$ cat src/rtl/flow_led_if.sv
// flow_led_if: LED ring sample bus, soft-clear input and monitor status outputs.
// The monitor uses the slave modport; the generator/bench side uses master.
interface flow_led_if #(
    parameter int LED_NUM = 4,
    parameter int LAP_W   = 16,
    parameter int ERR_W   = 8
);
    localparam int POS_W = $clog2(LED_NUM);

    logic [LED_NUM-1:0] led_in;
    logic               clr_err;
    logic               locked;
    logic [POS_W-1:0]   pos;
    logic [LAP_W-1:0]   lap;
    logic               err;
    logic               fault;
    logic [ERR_W-1:0]   err_count;

    modport master (
        output led_in, clr_err,
        input  locked, pos, lap, err, fault, err_count
    );

    modport slave (
        input  led_in, clr_err,
        output locked, pos, lap, err, fault, err_count
    );
endinterface

$ cat src/rtl/flow_led_monitor.sv
// flow_led_monitor: verifies a rotating one-hot LED ring, tracking lock, position, laps and errors.
// Define FLOW_LED_MON_STALL_EN to accept a repeated valid sample as a legal stall.
module flow_led_monitor #(
    parameter int LED_NUM     = 4,
    parameter int LOCK_CYCLES = 3,
    parameter int LAP_W       = 16,
    parameter int ERR_W       = 8
) (
    input  logic      clk,
    input  logic      rst,
    flow_led_if.slave bus
);
    localparam int POS_W = $clog2(LED_NUM);
`ifdef FLOW_LED_MON_STALL_EN
    localparam logic STALL_EN = 1'b1;
`else
    localparam logic STALL_EN = 1'b0;
`endif
    localparam logic [7:0]       GOOD_LAST = 8'(LOCK_CYCLES - 1);
    localparam logic [7:0]       GOOD_ONE  = 8'd1;
    localparam logic [LAP_W-1:0] LAP_ONE   = {{(LAP_W-1){1'b0}}, 1'b1};
    localparam logic [ERR_W-1:0] ERR_ONE   = {{(ERR_W-1){1'b0}}, 1'b1};
    localparam logic [ERR_W-1:0] ERR_MAX   = {ERR_W{1'b1}};

    typedef enum logic [1:0] {
        HUNT   = 2'd0,
        ACQ    = 2'd1,
        LOCKED = 2'd2
    } state_t;

    function automatic logic is_onehot(input logic [LED_NUM-1:0] v);
        logic [LED_NUM-1:0] one;
        one = {{(LED_NUM-1){1'b0}}, 1'b1};
        return (v != {LED_NUM{1'b0}}) && ((v & (v - one)) == {LED_NUM{1'b0}});
    endfunction

    function automatic logic [POS_W-1:0] index_of(input logic [LED_NUM-1:0] v);
        logic [POS_W-1:0] r;
        r = {POS_W{1'b0}};
        for (int i = 0; i < LED_NUM; i++) begin
            if (v[i]) r = POS_W'(i);
            else      r = r;
        end
        return r;
    endfunction

    state_t             state_r, state_s;
    logic [LED_NUM-1:0] prev_r;
    logic [7:0]         good_r, good_s;
    logic               locked_r, locked_s;
    logic [POS_W-1:0]   pos_r, pos_s;
    logic [LAP_W-1:0]   lap_r, lap_s;
    logic               err_r, err_s;
    logic               fault_r, fault_s;
    logic [ERR_W-1:0]   errc_r, errc_s;
    logic               valid_s, match_s, stall_s;
    logic [LED_NUM-1:0] expect_s;

    assign bus.locked    = locked_r;
    assign bus.pos       = pos_r;
    assign bus.lap       = lap_r;
    assign bus.err       = err_r;
    assign bus.fault     = fault_r;
    assign bus.err_count = errc_r;

    // Next-state and next-output decode; clear is applied first so a same-cycle violation wins.
    always_comb begin
        valid_s  = is_onehot(bus.led_in);
        expect_s = {prev_r[LED_NUM-2:0], prev_r[LED_NUM-1]};
        match_s  = (bus.led_in == expect_s);
        stall_s  = STALL_EN && valid_s && (bus.led_in == prev_r);

        state_s  = state_r;
        good_s   = good_r;
        locked_s = locked_r;
        pos_s    = pos_r;
        lap_s    = lap_r;
        err_s    = 1'b0;
        fault_s  = fault_r;
        errc_s   = errc_r;

        if (bus.clr_err) begin
            fault_s = 1'b0;
            errc_s  = {ERR_W{1'b0}};
            lap_s   = {LAP_W{1'b0}};
        end else begin
            fault_s = fault_r;
        end

        case (state_r)
            HUNT: begin
                if (valid_s) begin
                    state_s = ACQ;
                    good_s  = 8'd0;
                end else begin
                    state_s = HUNT;
                end
            end
            ACQ: begin
                if (stall_s) begin
                    state_s = ACQ;
                end else if (match_s) begin
                    if (good_r == GOOD_LAST) begin
                        state_s  = LOCKED;
                        locked_s = 1'b1;
                        pos_s    = index_of(bus.led_in);
                        good_s   = 8'd0;
                    end else begin
                        good_s = good_r + GOOD_ONE;
                    end
                end else if (valid_s) begin
                    good_s = 8'd0;
                end else begin
                    state_s = HUNT;
                    good_s  = 8'd0;
                end
            end
            LOCKED: begin
                if (stall_s) begin
                    state_s = LOCKED;
                end else if (match_s) begin
                    pos_s = index_of(bus.led_in);
                    if (prev_r[LED_NUM-1] && bus.led_in[0]) lap_s = lap_s + LAP_ONE;
                    else                                    lap_s = lap_s;
                end else begin
                    err_s    = 1'b1;
                    fault_s  = 1'b1;
                    errc_s   = (errc_s == ERR_MAX) ? errc_s : errc_s + ERR_ONE;
                    locked_s = 1'b0;
                    good_s   = 8'd0;
                    state_s  = valid_s ? ACQ : HUNT;
                end
            end
            default: begin
                state_s  = HUNT;
                locked_s = 1'b0;
                good_s   = 8'd0;
            end
        endcase
    end

    // State, sample history and registered outputs.
    always_ff @(posedge clk) begin
        if (rst) begin
            state_r  <= HUNT;
            prev_r   <= {LED_NUM{1'b0}};
            good_r   <= 8'd0;
            locked_r <= 1'b0;
            pos_r    <= {POS_W{1'b0}};
            lap_r    <= {LAP_W{1'b0}};
            err_r    <= 1'b0;
            fault_r  <= 1'b0;
            errc_r   <= {ERR_W{1'b0}};
        end else begin
            state_r  <= state_s;
            prev_r   <= bus.led_in;
            good_r   <= good_s;
            locked_r <= locked_s;
            pos_r    <= pos_s;
            lap_r    <= lap_s;
            err_r    <= err_s;
            fault_r  <= fault_s;
            errc_r   <= errc_s;
        end
    end
endmodule

$ cat src/flat_wrapper.sv
// flat-port wrapper written by rule: the top's interface ports become plain ports
module flow_led_monitor_flat 
#(
    parameter int LED_NUM     = 4,
    parameter int LOCK_CYCLES = 3,
    parameter int LAP_W       = 16,
    parameter int ERR_W       = 8
)
  (clk, rst, bus_led_in, bus_clr_err, bus_locked, bus_pos, bus_lap, bus_err, bus_fault, bus_err_count);
  flow_led_if #(.LED_NUM(LED_NUM), .LAP_W(LAP_W), .ERR_W(ERR_W)) bus_i ();
  input  logic clk;
  input  logic rst;
  input wire logic [$bits(bus_i.led_in)-1:0] bus_led_in;
  input wire logic [$bits(bus_i.clr_err)-1:0] bus_clr_err;
  output wire logic [$bits(bus_i.locked)-1:0] bus_locked;
  output wire logic [$bits(bus_i.pos)-1:0] bus_pos;
  output wire logic [$bits(bus_i.lap)-1:0] bus_lap;
  output wire logic [$bits(bus_i.err)-1:0] bus_err;
  output wire logic [$bits(bus_i.fault)-1:0] bus_fault;
  output wire logic [$bits(bus_i.err_count)-1:0] bus_err_count;
  assign bus_i.led_in = bus_led_in;
  assign bus_i.clr_err = bus_clr_err;
  assign bus_locked = bus_i.locked;
  assign bus_pos = bus_i.pos;
  assign bus_lap = bus_i.lap;
  assign bus_err = bus_i.err;
  assign bus_fault = bus_i.fault;
  assign bus_err_count = bus_i.err_count;
  flow_led_monitor #(.LED_NUM(LED_NUM), .LOCK_CYCLES(LOCK_CYCLES), .LAP_W(LAP_W), .ERR_W(ERR_W)) u_core (.clk(clk), .rst(rst), .bus(bus_i));
endmodule
$ cat config.mk
export PLATFORM = sky130hd
export DESIGN_NAME = flow_led_monitor_flat
export DESIGN_NICKNAME = d
export VERILOG_FILES = /design/src/rtl/flow_led_if.sv /design/src/rtl/flow_led_monitor.sv /design/src/flat_wrapper.sv
export SDC_FILE = /design/constraint.sdc
export NUM_CORES = 1
export LEC_CHECK = 0
export BUFFER_PORTS_ARGS = -buffer_cell sky130_fd_sc_hd__buf_4
export CAP_MARGIN = 40
export CELL_PAD_IN_SITES_DETAIL_PLACEMENT = 0
export CELL_PAD_IN_SITES_GLOBAL_PLACEMENT = 1
export CORE_UTILIZATION = 40
export CTS_BUF_LIST = sky130_fd_sc_hd__clkbuf_8
export CTS_CLUSTER_SIZE = 30
export DETAILED_ROUTE_END_ITERATION = 6
export PLACE_DENSITY = 0.74
export SETUP_SLACK_MARGIN = 0.4
export SLEW_MARGIN = 20
export SYNTH_ARGS = -nofsm -noshare
export SYNTH_HDL_FRONTEND = slang
export SYNTH_SLANG_ARGS = --single-unit
export TNS_END_PERCENT = 5
$ cat constraint.sdc
create_clock -name clk -period 2.2 [get_ports clk]
set_clock_uncertainty 0.05 [all_clocks]
set_input_delay 0.55 -clock clk [delete_from_list [all_inputs] [get_ports clk]]
set_output_delay 0.55 -clock clk [all_outputs]
set_load 0.005 [all_outputs]
Word-level counts from Yosys, hierarchy flattened. Cells that the tools add are included.

Bitwise operators: 3. Add/sub/neg operators: 4. Reduce and logical (&&, ||, !) cells: 11. Multiplexer cells: 34. Eq/ne operators: 12.

Operators with widths (number): 2-to-1 mux 16 bit (4); 2-to-1 mux 8 bit (8); one-hot mux 8 bit (3 select lines) (1); 2-to-1 mux 2 bit (9); adder 16 x 1 -> 16 bit (second input constant) (1); adder 8 x 1 -> 8 bit (second input constant) (2); 2-to-1 mux 1 bit (9); equality test 8 x 2 -> 1 bit (second input constant) (1); equality test 8 bit (second input constant) (1); inequality test 2 x 1 -> 1 bit (second input constant) (4); AND reduction 4 bit (2); inequality test 3 bit (second input constant) (2); one-hot mux 2 bit (3 select lines) (1); AND 4 bit (1); equality test 4 bit (1); logical NOT 4 bit (1); one-hot mux 2 bit (2 select lines) (1); nonzero test 4 bit (1); subtractor 4 x 1 -> 4 bit (second input constant) (1); one-hot mux 1 bit (3 select lines) (1); AND reduction 3 bit (1); equality test 2 x 1 -> 1 bit (second input constant) (1); equality test 2 bit (second input constant) (1); logical AND 1 bit (2); other kinds (6) (7).

Logic and storage cells: 73. Register bits after elaboration: 43.

Logic depth before layout (Yosys ltp).
Depth in word-level cells: 7. Depth in mapped cells: 8.

Worst setup path before layout. No wires, ideal clock.

Path type: input to register. From: input bus_clr_err. To: register u_core.errc_r[3], in the netlist u_core.bus.err_count[3]. Cell stages on the path: 8. Library setup time: 0.121 ns. Arrival time: 1.981 ns. Slack: 0.049 ns. Cells stage by stage: clkbuf_1 nor2b_1 ha_1 nand4_1 nor2_1 a21oi_2 nand4_1 mux2_2.

Cells in the longest elaborated chain, start to end: 5. Elaborated cells on any way between the ends: 6. Those cells by class: 1 x add/sub; 1 x eq/ne; 4 x mux.

RTL lines: from (decl) (RTL line flat_wrapper.sv:14) `input wire logic [$bits(bus_i.clr_err)-1:0] bus_clr_err;`; 2-to-1 mux 8 bit * (RTL line flow_led_monitor.sv:82) `if (bus.clr_err) begin`; adder 8 x 1 -> 8 bit / equality test 8 bit (equally long branches) (RTL line flow_led_monitor.sv:128) `errc_s = (errc_s == ERR_MAX) ? errc_s : errc_s + ERR_ONE;`; 2-to-1 mux 8 bit (RTL line flow_led_monitor.sv:128); 2-to-1 mux 8 bit (RTL line flow_led_monitor.sv:121) `end else if (match_s) begin`; 2-to-1 mux 8 bit * (RTL line flow_led_monitor.sv:90) `case (state_r)`; to (signal assigned) (RTL line flow_led_monitor.sv:153) `errc_r <= {ERR_W{1'b0}};`; to (signal assigned) (RTL line flow_led_monitor.sv:163) `errc_r <= errc_s;`; to (decl) (RTL line flow_led_monitor.sv:55) `logic [ERR_W-1:0] errc_r, errc_s;`.

Mark *: on every way between the ends. The rest lies on a longest branch, timed or not. A chain may end at the register's enable or synchronous reset.

Final worst setup path.
From: input bus_led_in[0]. To: register u_core.errc_r[3], in the netlist u_core.bus.err_count[3].

Cells in the longest elaborated chain, start to end: 3.

RTL lines: from (decl) (RTL line flat_wrapper.sv:13) `input wire logic [$bits(bus_i.led_in)-1:0] bus_led_in;`; equality test 4 bit (RTL line flow_led_monitor.sv:70) `match_s = (bus.led_in == expect_s);`; 2-to-1 mux 8 bit (RTL line flow_led_monitor.sv:121); 2-to-1 mux 8 bit (RTL line flow_led_monitor.sv:90).

Every way passes these cells.

==> metrics.cfg <==
[setup_path]
critical-path-top-delay-family=compound AO/OA/AOI/OAI gates
critPathArrivalTime_ns=1.98
reg2reg_depth=6
critical-path-slowest-cell=ha_4
critPathBufInv=2
startpoint=bus_led_in[0]
crit_required_ns=2.35
reg2reg_from=u_core.prev_r[3]$_SDFF_PP0_
criticalPathCategory=primary input to flip-flop
path_cells=buf_4 > ha_4 > inv_1 > a41o_2 > a21oi_2 > nand4_1 > mux2_4
cp-start-kind=primary input
end_kind=flip-flop
critPathMaxFanout=8
crit_path_max_incr_delay_ns=0.31
path_depth=7

[synthesis]
synth_area_leader_cell=dfxtp_1
synth_warnings=0
ys_seq_elements=43
syn_area_per_cell_um2=8.96
syn_nets=265
synth_top_area_frac=0.380
yosys-top-cells-area=dfxtp_1 38%, nor2_1 5.8%, xor2_1 5.8%
ys_seq_area_frac=0.380
yosysMostFrequentCell=dfxtp_1
synthesis.area_um2=2270
ys_types=49
synth_edf_count=0
synthArstFlopShare=0
synthCells=253
synth_common_cells=43 x dfxtp_1, 35 x nor2_1, 15 x nand2_1, 15 x nand3_1, 15 x xor2_1
synth-main-ff-cell=dfxtp_1

[cells_and_area]
instances_no_fill=372
fin_nets=311
antenna_cells=0
area_growth_pct=24.1
postLayoutCellArea_um2=2810
drive_above_1_share=0.260
post-route-util=0.514

[floorplanning]
ios=36
die_y_um=77.3
core_um2=5470
start_util=0.414
dieArea_um2=5970
die_w_um=77.3
rows=27

[sta]
layout_min_cycle_time_ns=1.83
slew_headroom=0.731
fin_ws_ns=0.366
finalHoldViolCount=0
post-route-period-util=0.834
tns_ns=0
slew_violations=0
finalSetupViolCount=0
worst_slew_pin_slew_ns=0.402
whs_ns=0.431
rsz0062_at_grt=yes
max_freq_ghz=0.545

[detailed_routing]
postRouteAntennaNets=0
drt_first_iter_violations=114
drc=0
wl_per_cell_um=12.6
routed_wl_um=4690
vias=1881
drtPass1Iterations=4
vias_per_cell=5.06

[clocking]
cts_buffer_depth=2
htree_num_levels=2
clockRootBuffer=clkbuf_8
cts_tree=yes
numCtsBuffers=5
insertion_delay_ns=0.30
hold_buffers=0
cts.clk_slew.worst_paths_ns=0.08
clkSinkCount=43

[power_and_ir_drop]
power.share.switching=0.255
ir_drop_mv=0.292
pwr-share-seq=0.560
power_switching_mw=0.359
p_int_mw=1.05
pwr-share-clk=0.353
p_leak_nw=1.10
combPwrFrac=0.087
totalPowerFinal_mw=1.41
p_per_area_nw_per_um2=501

[min_path]
hold_class=flip-flop to flip-flop
hold_depth=2
min_from=u_core.bus.fault$_SDFF_PP0_

[grt]
grt_overflow_total=0
antenna_found_initial=0
track_usage=0.174
grt_pass1_vias=1800
grt_max_degree=15
grt_pass1_wl_um=8360

[placed_design]
numPortBuffers=35
hpwl_um=3370
place_congestion=0.800
dpl_cell_area_um2=2720
dp_cells=364
pre_cts_slack_ns=0.0365

[status]
status=finished clean

[job]
maxCapViolations=0

==> area by class of cell <==
class                      instances  area [µm²]
clock inverter                     3        16.3
inverter                           4        15.0
fill                             545        2660
timing repair buffer              48         360
sequential                        43         861
clock buffer                       5        68.8
multi-input combinational        197        1400
tap                               72        90.1
==> worst register-to-register path, cell delays in order (launching register included) <==
cell	delay, ns
dfxtp_1	0.33
ha_4	0.32
inv_1	0.06
a41o_2	0.27
a21oi_2	0.19
nand4_1	0.14
mux2_4	0.31
==> kinds of logic after synthesis <==
kind of cell | Yosys count | synth area share
adder cells (fa/ha/maj) | 6 | 0.0320
flip-flops | 43 | 0.380
XOR/XNOR | 28 | 0.120
multiplexers | 5 | 0.0226
buffers and inverters | 13 | 0.0320
AO/OA/AOI/OAI | 30 | 0.0949
AND/OR/NAND/NOR | 128 | 0.319
==> placed cells by master (no fill, tap or decap), types with 3 or more instances in the layout <==
master,instances
a21oi_1,5
and3_1,5
buf_4,48
clkbuf_8,5
dfxtp_1,43
ha_1,3
inv_1,5
mux2i_1,4
nand2_1,15
nand2b_1,10
nand3_1,15
nand4_1,10
nor2_1,34
nor2b_1,11
nor3_1,7
o21ai_0,7
or2_2,3
xnor2_1,11
xor2_1,14
==> state kept, by name, summed over array words and instances (netlist names) <==
| register | flops |
|---|---|
| u_core.bus.fault | 1 |
| u_core.prev_r | 4 |
| u_core.bus.lap | 16 |
| u_core.state_r | 2 |
| u_core.good_r | 8 |
| u_core.bus.pos | 2 |
| u_core.bus.locked | 1 |
| u_core.bus.err | 1 |
| u_core.bus.err_count | 8 |
==> worst paths after layout <==
path / end / slack (ns)
setup / recovery: u_core.bus.err_count[3]$_SDFF_PP0_ / 0.37
setup reg to reg: u_core.bus.err_count[3]$_SDFF_PP0_ / 0.43
hold reg to reg: u_core.bus.fault$_SDFF_PP0_ / 0.43
hold / removal: u_core.bus.fault$_SDFF_PP0_ / 0.43
==> per-layer routing <==
metal	wire length, µm	track usage
met4	59	0.0566
met3	201	0.0405
met2	2100	0.268
met5	0	0
met1	2320	0.238
==> power groups by stage <==
stage                     logic [mW]  clock network (mW)  registers (mW)
final                          0.122               0.498           0.790
after global routing           0.134               0.561           0.791
after CTS                      0.124               0.523           0.790
after detailed placement       0.123                   0           0.809
after global placement         0.123                   0           0.808
after floorplan               0.0922                   0           0.807
==> repair_timing <==
item                       CTS  global route
setup endpoints to repair    5             9
resized for setup            1             2
buffers inserted             0             0
(Power assumes the default switching activity.)
